### src/rtl/fb_pkg.sv
// Shared constants, colour helpers and pipeline tag layout for the framebuffer pixel fetch path.
package fb_pkg;

    localparam int unsigned SRC_W_DEF    = 640;
    localparam int unsigned SRC_H_DEF    = 240;
    localparam int unsigned PIX_PER_BYTE = 4;
    localparam int unsigned X_W          = 10;
    localparam int unsigned Y_W          = 10;
    localparam int unsigned SEL_W        = 2;

    localparam logic [15:0] FG_RGB_DEF     = 16'hFFFF;
    localparam logic [15:0] BG_RGB_DEF     = 16'h0000;
    localparam logic [15:0] BORDER_RGB_DEF = 16'h001F;

    typedef struct packed {
        logic [4:0] r;
        logic [5:0] g;
        logic [4:0] b;
    } rgb565_t;

    // Per-pixel side information that travels alongside the BRAM read.
    typedef struct packed {
        logic             de;
        logic             hs;
        logic             vs;
        logic             in_win;
        logic [SEL_W-1:0] sel;
    } fetch_tag_t;

    function automatic rgb565_t rgb565_split(input logic [15:0] rgb);
        rgb565_t c;
        c.r = rgb[15:11];
        c.g = rgb[10:5];
        c.b = rgb[4:0];
        return c;
    endfunction

endpackage

### src/rtl/fb_delay_line.sv
// Fixed-depth shift register with synchronous reset; keeps side-band data aligned with BRAM read data.
module fb_delay_line #(
    parameter int unsigned WIDTH = 1,
    parameter int unsigned DEPTH = 1
) (
    input  logic             clk_i,
    input  logic             rst_i,
    input  logic [WIDTH-1:0] d_i,
    output logic [WIDTH-1:0] q_o
);

    logic [WIDTH-1:0] stage_q [DEPTH];

    always_ff @(posedge clk_i) begin
        if (rst_i) begin
            for (int i = 0; i < DEPTH; i++) begin
                stage_q[i] <= '0;
            end
        end else begin
            stage_q[0] <= d_i;
            for (int i = 1; i < DEPTH; i++) begin
                stage_q[i] <= stage_q[i-1];
            end
        end
    end

    assign q_o = stage_q[DEPTH-1];

endmodule

### src/rtl/fb_pixel_fetch.sv
// Raster-to-framebuffer fetch: counts DE/VSYNC, issues BRAM byte reads and emits aligned RGB565 pixels.
// Optional LINE_DOUBLE_EN macro shows each source line twice (y_src = y >> 1).
module fb_pixel_fetch
    import fb_pkg::*;
#(
    parameter int unsigned SRC_W        = SRC_W_DEF,
    parameter int unsigned SRC_H        = SRC_H_DEF,
    parameter int unsigned PIX_PER_BYTE = fb_pkg::PIX_PER_BYTE,
    parameter int unsigned ADDR_W       = 19,
    parameter int unsigned READ_LAT     = 2,
    parameter logic [15:0] FG_RGB       = FG_RGB_DEF,
    parameter logic [15:0] BG_RGB       = BG_RGB_DEF,
    parameter logic [15:0] BORDER_RGB   = BORDER_RGB_DEF
) (
    input  logic              PixelClk,
    input  logic              RST,
    input  logic              de_in,
    input  logic              hsync_in,
    input  logic              vsync_in,
    output logic [ADDR_W-1:0] bram_addr,
    output logic              bram_ce,
    input  logic [7:0]        bram_dout,
    output logic              LCD_DE,
    output logic              LCD_HSYNC,
    output logic              LCD_VSYNC,
    output logic [4:0]        LCD_R,
    output logic [5:0]        LCD_G,
    output logic [4:0]        LCD_B
);

    localparam int unsigned IDX_W   = ADDR_W + 2;
    localparam int unsigned SHIFT_W = $clog2(PIX_PER_BYTE);
    localparam logic [X_W-1:0] X_MAX = '1;
    localparam logic [Y_W-1:0] Y_MAX = '1;

    logic [X_W-1:0]   x_q, x_d;
    logic [Y_W-1:0]   y_q, y_d;
    logic             de_prev_q;
    logic             vs_prev_q;
    logic [Y_W-1:0]   y_src;
    logic             in_win;
    logic [IDX_W-1:0] pixel_index;
    fetch_tag_t       tag_in;
    fetch_tag_t       tag_dly;
    logic             pix_bit;
    rgb565_t          rgb_d, rgb_q;
    logic             lcd_de_q, lcd_hs_q, lcd_vs_q;

    // Raster position: vsync rise beats a DE fall landing on the same cycle.
    always_comb begin
        x_d = x_q;
        y_d = y_q;
        if (vsync_in && !vs_prev_q) begin
            x_d = '0;
            y_d = '0;
        end else if (!de_in && de_prev_q) begin
            x_d = '0;
            if (y_q != Y_MAX) begin
                y_d = y_q + Y_W'(1);
            end
        end else if (de_in && (x_q != X_MAX)) begin
            x_d = x_q + X_W'(1);
        end
    end

    always_ff @(posedge PixelClk) begin
        if (RST) begin
            x_q       <= '0;
            y_q       <= '0;
            de_prev_q <= 1'b0;
            vs_prev_q <= 1'b0;
        end else begin
            x_q       <= x_d;
            y_q       <= y_d;
            de_prev_q <= de_in;
            vs_prev_q <= vsync_in;
        end
    end

`ifdef LINE_DOUBLE_EN
    assign y_src = y_q >> 1;
`else
    assign y_src = y_q;
`endif

    assign in_win      = (32'(x_q) < SRC_W) && (32'(y_src) < SRC_H);
    assign pixel_index = IDX_W'(y_src) * IDX_W'(SRC_W) + IDX_W'(x_q);

    // Address is combinational from the counters so the read lands READ_LAT cycles later.
    assign bram_addr = RST ? '0 : ADDR_W'(pixel_index >> SHIFT_W);
    assign bram_ce   = !RST && de_in && in_win;

    always_comb begin
        tag_in        = '0;
        tag_in.de     = de_in;
        tag_in.hs     = hsync_in;
        tag_in.vs     = vsync_in;
        tag_in.in_win = in_win;
        tag_in.sel    = pixel_index[SEL_W-1:0];
    end

    fb_delay_line #(
        .WIDTH ($bits(fetch_tag_t)),
        .DEPTH (READ_LAT)
    ) u_align (
        .clk_i (PixelClk),
        .rst_i (RST),
        .d_i   (tag_in),
        .q_o   (tag_dly)
    );

    assign pix_bit = bram_dout[3'(tag_dly.sel)];

    // Colour select; BRAM data only matters for active, in-window pixels.
    always_comb begin
        rgb_d = '0;
        if (!tag_dly.de) begin
            rgb_d = '0;
        end else if (!tag_dly.in_win) begin
            rgb_d = rgb565_split(BORDER_RGB);
        end else begin
            rgb_d = rgb565_split(pix_bit ? FG_RGB : BG_RGB);
        end
    end

    always_ff @(posedge PixelClk) begin
        if (RST) begin
            rgb_q    <= '0;
            lcd_de_q <= 1'b0;
            lcd_hs_q <= 1'b0;
            lcd_vs_q <= 1'b0;
        end else begin
            rgb_q    <= rgb_d;
            lcd_de_q <= tag_dly.de;
            lcd_hs_q <= tag_dly.hs;
            lcd_vs_q <= tag_dly.vs;
        end
    end

    assign LCD_DE    = lcd_de_q;
    assign LCD_HSYNC = lcd_hs_q;
    assign LCD_VSYNC = lcd_vs_q;
    assign LCD_R     = rgb_q.r;
    assign LCD_G     = rgb_q.g;
    assign LCD_B     = rgb_q.b;

endmodule

### config.mk
export PLATFORM = sky130hd
export DESIGN_NAME = fb_pixel_fetch
export DESIGN_NICKNAME = d
export VERILOG_FILES = /design/src/rtl/fb_pkg.sv /design/src/rtl/fb_delay_line.sv /design/src/rtl/fb_pixel_fetch.sv
export SDC_FILE = /design/constraint.sdc
export NUM_CORES = 1
export LEC_CHECK = 0
export CELL_PAD_IN_SITES_DETAIL_PLACEMENT = 1
export CELL_PAD_IN_SITES_GLOBAL_PLACEMENT = 1
export CORE_ASPECT_RATIO = 0.8
export CORE_MARGIN = 1
export CORE_UTILIZATION = 38
export DETAILED_ROUTE_END_ITERATION = 10
export PLACE_DENSITY = 0.85
export SYNTH_ARGS = -nofsm -noshare
export SYNTH_HDL_FRONTEND = slang
export SYNTH_SLANG_ARGS = --single-unit
### constraint.sdc
create_clock -name PixelClk -period 3.6 [get_ports PixelClk]
set_input_delay 0.72 -clock PixelClk [delete_from_list [all_inputs] [get_ports PixelClk]]
set_output_delay 0.72 -clock PixelClk [all_outputs]
set_load 0.005 [all_outputs]
Yosys cells after proc, flatten, opt, wreduce, memory -nomap -nowiden --
Memory sizes are Yosys's and may differ from the RTL's. Index checks and enable logic that the tools add are counted.
Operators by class: $add $sub $neg 3, $mul 1, equal/unequal tests 2, multiplexer cells 10, reduce and logical (&&, ||, !) cells 14, bitwise gates (word level) 4, $lt $le $gt $ge 3
Operator list (number):
- adder 20 x 10 -> 21 bit | 1
- adder 10 x 1 -> 10 bit, second input constant | 2
- != test 10 bit, second input constant | 2
- 2-to-1 mux 19 bit | 1
- 2-to-1 mux 16 bit | 1
- multiplier 10 x 3 -> 13 bit, second input constant | 1
- 2-to-1 mux 6 bit | 2
- < comparator 10 bit, second input constant | 1
- < comparator 10 x 8 -> 1 bit, second input constant | 1
- logical AND 1 bit | 6
- OR reduction 3 bit | 2
- 2-to-1 mux 5 bit | 1
- < comparator 2 x 4 -> 1 bit, second input constant | 1
- 2-to-1 mux 1 bit | 4
- OR reduction 2 bit | 2
- logical NOT 1 bit | 3
- binary-select mux 1 bit (select 2 bit) | 1
- inverter 1 bit | 2
- OR 1 bit | 2
- AND reduction 2 bit | 1
Word-level totals: RAM bits 12, word-level logic and storage cells 48, bits of input ports 13, memories 1, register bits 41, output and inout port bits 39
Memories:
- u_align.stage_q | words 2, bits a word 6, read ports 2, clocked after Yosys merged registers in 0, wr ports 2, RTL line fb_delay_line.sv:12 | logic [WIDTH-1:0] stage_q [DEPTH];

Logic depth before layout (Yosys ltp) --
An unclocked memory read counts as a cell.
depth after elaboration 5, mapped depth 10, gate-level depth less buffers 10

Cells and area by module --
Synthesis repeated with hierarchy kept, for this count alone.
Second synthesis, totals: cell total of the unflattened synthesis 285, area, all modules 2556.2 µm²
Modules (own cells, without submodules):
- fb_pixel_fetch | sequential area each 540.5 µm², area each 2144.6 µm², cells each 254, times used 1
- fb_delay_line | sequential area each 240.2 µm², area each 411.6 µm², cells each 31, times used 1

Worst setup path before layout --
No wires, ideal clock.
kind register to output, from register y_q[1], to output bram_addr[17], slack 0.164 ns, buffers on the path 0, cell stages (with the launch flop) 11, data required time 2.880 ns, data arrival time 2.716 ns, cells stage by stage dfxtp_1 > ha_1 > ha_1 > inv_1 > fa_1 > and2b_1 > o2111ai_1 > and4b_1 > xor2_1 > or4_1 > a21oi_1
On the way: word-level cells in the longest chain between the ends 3
RTL lines:
- start: declaration | RTL line fb_pixel_fetch.sv:37 | logic [Y_W-1:0] y_q, y_d;
- start signal: assignment | RTL line fb_pixel_fetch.sv:74 | y_q <= y_d;
- multiplier 10 x 3 -> 13 bit | RTL line fb_pixel_fetch.sv:87 | assign pixel_index = IDX_W'(y_src) * IDX_W'(SRC_W) + IDX_W'(x_q);
- adder 20 x 10 -> 21 bit | RTL line fb_pixel_fetch.sv:87
- 2-to-1 mux 19 bit | RTL line fb_pixel_fetch.sv:90 | assign bram_addr = RST ? '0 : ADDR_W'(pixel_index >> SHIFT_W);
- end: declaration | RTL line fb_pixel_fetch.sv:20 | output logic [ADDR_W-1:0] bram_addr,
No other way between the ends.

Final worst setup path --
from register y_q[1], to output bram_addr[14]
Same word-level chain as after synthesis.

==> results.json <==
{
  "r2r_start": "y_q[1]",
  "r2r_cells": 7,
  "synth_area_per_cell_um2": 8.72,
  "violations": "setup timing",
  "ant_nets": 0,
  "crit_required_ns": 2.88,
  "cp_cell_sequence": "ha_4 -> ha_4 -> inv_2 -> fa_2 -> buf_6 -> xnor2_4 -> nand2b_4 -> nor4_4 -> nand3_2 -> buf_4 -> buf_4 -> xnor2_1 -> nor2_1 -> buf_2",
  "post-route-util": 0.578,
  "start_util": 0.401,
  "p_comb_frac": 0.071,
  "finalSetupViolations": 4,
  "outcome": "finished with violations",
  "slew_headroom": 0.669,
  "port_buffers": 46,
  "period_minus_slack_ns": 3.93,
  "pwr-share-clk": 0.393,
  "skew_ns": 0.00899,
  "yosysMostFrequentCell": "dfxtp_1",
  "crit_slowest_cell": "fa_2",
  "max_freq_mhz": 255,
  "ys_seq_elements": 37,
  "finalNonFillerCells": 428,
  "slowest_delay_ns": 0.37,
  "cellLeakagePower_nw": 1.48,
  "cp-end-kind": "output pin",
  "holdPathEnd": "LCD_VSYNC",
  "hold_viol": 0,
  "grt_pass1_wl_um": 13500,
  "cts.sinks": 37,
  "setup_slack_ns": -0.328,
  "cts_tree": "done",
  "cts_buffers": 5,
  "hold_path_startpoint": "u_align.stage_q[0][9]",
  "syn_inst": 276,
  "crit_path_max_fanout": 2,
  "clock_latency_ns": 0.30,
  "critPathLaunchType": "register",
  "layout.nets": 383,
  "cts_hold_buf": 0,
  "drc": 0,
  "core_area_um2": 6010,
  "root_buffer": "clkbuf_8",
  "synth_cell_type_count": 50,
  "antenna_found_initial": 0,
  "drtIter0Drc": 141,
  "synth_warnings": 0,
  "drive_above_1_share": 0.280,
  "hold_depth": 1,
  "fp-row-count": 25,
  "wirelength_um": 9520,
  "power_density_nw_per_um2": 226,
  "p_seq_frac": 0.536,
  "grt_use_total": 0.268,
  "synth_common_cells": "dfxtp_1, nor2_1, ha_1, nor2b_1, xnor2_1",
  "viasPerCell": 5.67,
  "crit_arrival_ns": 3.21,
  "num_vias": 2426,
  "ff2ff_setup_slack_ns": 1.15,
  "synth_area_leader_cell": "dfxtp_1",
  "crit_type": "reg -> out",
  "rsz0062_at_grt": "true",
  "regToRegEndpoint": "y_q[9]",
  "synth_top_area_frac": 0.308,
  "synthTopCellsByArea": "dfxtp_1, ha_1, xnor2_1, nor2b_1, nor2_1",
  "die_y_um": 73.2,
  "synth-seq-area-share": 0.308,
  "dp.cells": 412,
  "clkTransAtPathRegs_ns": 0.08,
  "die_w_um": 91.0,
  "dr.pass1.iters": 4,
  "synth_ff_type": "dfxtp_1",
  "diodes": 0,
  "cts.path.max_buffers": 2,
  "dieArea_um2": 6660,
  "htree_levels": 2,
  "ir_drop_v": 0.000159,
  "area_delta_synth_final_pct": 44.3,
  "slew_violations": 0,
  "intPower_w": 0.000594,
  "dp_hpwl_um": 4940,
  "finalWeightedCongestion": 0.805,
  "grt_max_degree": 21,
  "switching_share": 0.243,
  "nFillCells": 678,
  "io_pins": 52,
  "globalRouteOverflowTotal": 0,
  "syn_area_um2": 2410,
  "async_flop_share": 0,
  "maxCapViolCount": 0,
  "worstHoldPathType": "reg -> reg",
  "synth_edf_count": 0,
  "synth.net_count": 312,
  "worst_pin_slew_ns": 0.494,
  "fin_crit_sh": 1.09,
  "wl_per_cell_um": 22.2,
  "grt_pass1_vias": 2552,
  "switchingPower_w": 0.000190
}
## critical path, delay by kind of cell (launching register included)
family                     cells  cell delay, ns
adders and majority gates      3            0.78
xor gates and xnor gates       2            0.33
and+or+nand+nor                4            0.76
buffers and inverters          5            0.66
DFF                            1            0.36
## final cells by class
cell class	count	area [um2]	area share
Sequential cell	37	753	0.217
Clock buffer	7	86.3	0.0249
Tap cell	81	101	0.0292
Timing Repair Buffer	89	778	0.224
Multi-Input combinational cell	207	1730	0.497
Inverter	7	26.3	0.00756
## cells by family after synthesis
logic type               after synthesis  synth area share
XOR/XNOR                              25            0.0910
AO/OA/AOI/OAI                         41             0.119
buffers and inverters                 32            0.0785
flip-flops                            37             0.308
multiplexers                           3            0.0177
other                                  1           0.00156
AND/OR/NAND/NOR                      114             0.259
adder cells (fa/ha/maj)               23             0.126
## worst max-delay path by stage
stage | startpoint | to | slack, ns | cells past startpoint
CTS | y_q[1] | bram_addr[17] | -0.16 | 12
finish | y_q[1] | bram_addr[14] | -0.33 | 14
global placement | y_q[2] | bram_addr[17] | -0.26 | 11
global route | y_q[3] | bram_addr[16] | -0.40 | 13
floorplan | y_q[1] | bram_addr[17] | 0.16 | 10
detailed placement | y_q[2] | bram_addr[16] | -0.39 | 12
## power groups by stage
stage / Clock (W) / Sequential [W] / Combinational (W)
floorplan: 0 / 0.000430 / 0.0000282
global placement: 0 / 0.000430 / 0.0000488
detailed placement: 0 / 0.000431 / 0.0000510
CTS: 0.000298 / 0.000421 / 0.0000523
global route: 0.000324 / 0.000420 / 0.0000590
finish: 0.000308 / 0.000420 / 0.0000558
## metal layers
metal  share of wire  global-route usage  wire length, um  vias up
met3           0.050              0.0625              475       38
met1            0.41               0.292             3880     1216
met2            0.50               0.475             4740       89
li1                -                   -                -     1083
met4           0.044               0.180              418        0
met5               0                   0                0        -
## stage by stage
stage / setup WS (ns) / total power [W] / setup TNS, ns / cell area [um2] / hold WS [ns]
finish: -0.328 / 0.000784 / -0.963 / 3470 / 0.445
global route: -0.399 / 0.000804 / -1.33 / 3470 / 0.468
CTS: -0.155 / 0.000771 / -0.345 / 3330 / 0.437
detailed placement: -0.390 / 0.000482 / -1.65 / 3060 / 0.426
global placement: -0.257 / 0.000479 / -0.655 / 3060 / 0.417
floorplan: 0.164 / 0.000458 / 0 / 2410 / 0.410
## cells in the final DEF, fill, tap and decap left out, drive strengths merged, types with 9 or more instances in the layout
cell | Yosys | final
nor2 | 32 | 32
buf | 21 | 48
xnor2 | 16 | 16
o21ai | 12 | 12
nand2 | 12 | 12
ha | 21 | 21
xor2 | 9 | 9
clkdlybuf4s50 | 0 | 38
nor2b | 21 | 21
dfxtp | 37 | 37
## flip-flops by register name, indices dropped and copies added, names as in the netlist
register,count
LCD_B,1
LCD_DE,1
LCD_HSYNC,1
LCD_R,1
LCD_VSYNC,1
u_align.stage_q,12
x_q,10
y_q,10
## repair_timing
item	in CTS	in global routing
setup buffers	10	5
endpoints found under the setup margin	8	7
resized for setup	44	35
pin swaps	11	17
endpoints found under the hold margin	0	0
(Power assumes the default switching activity.)
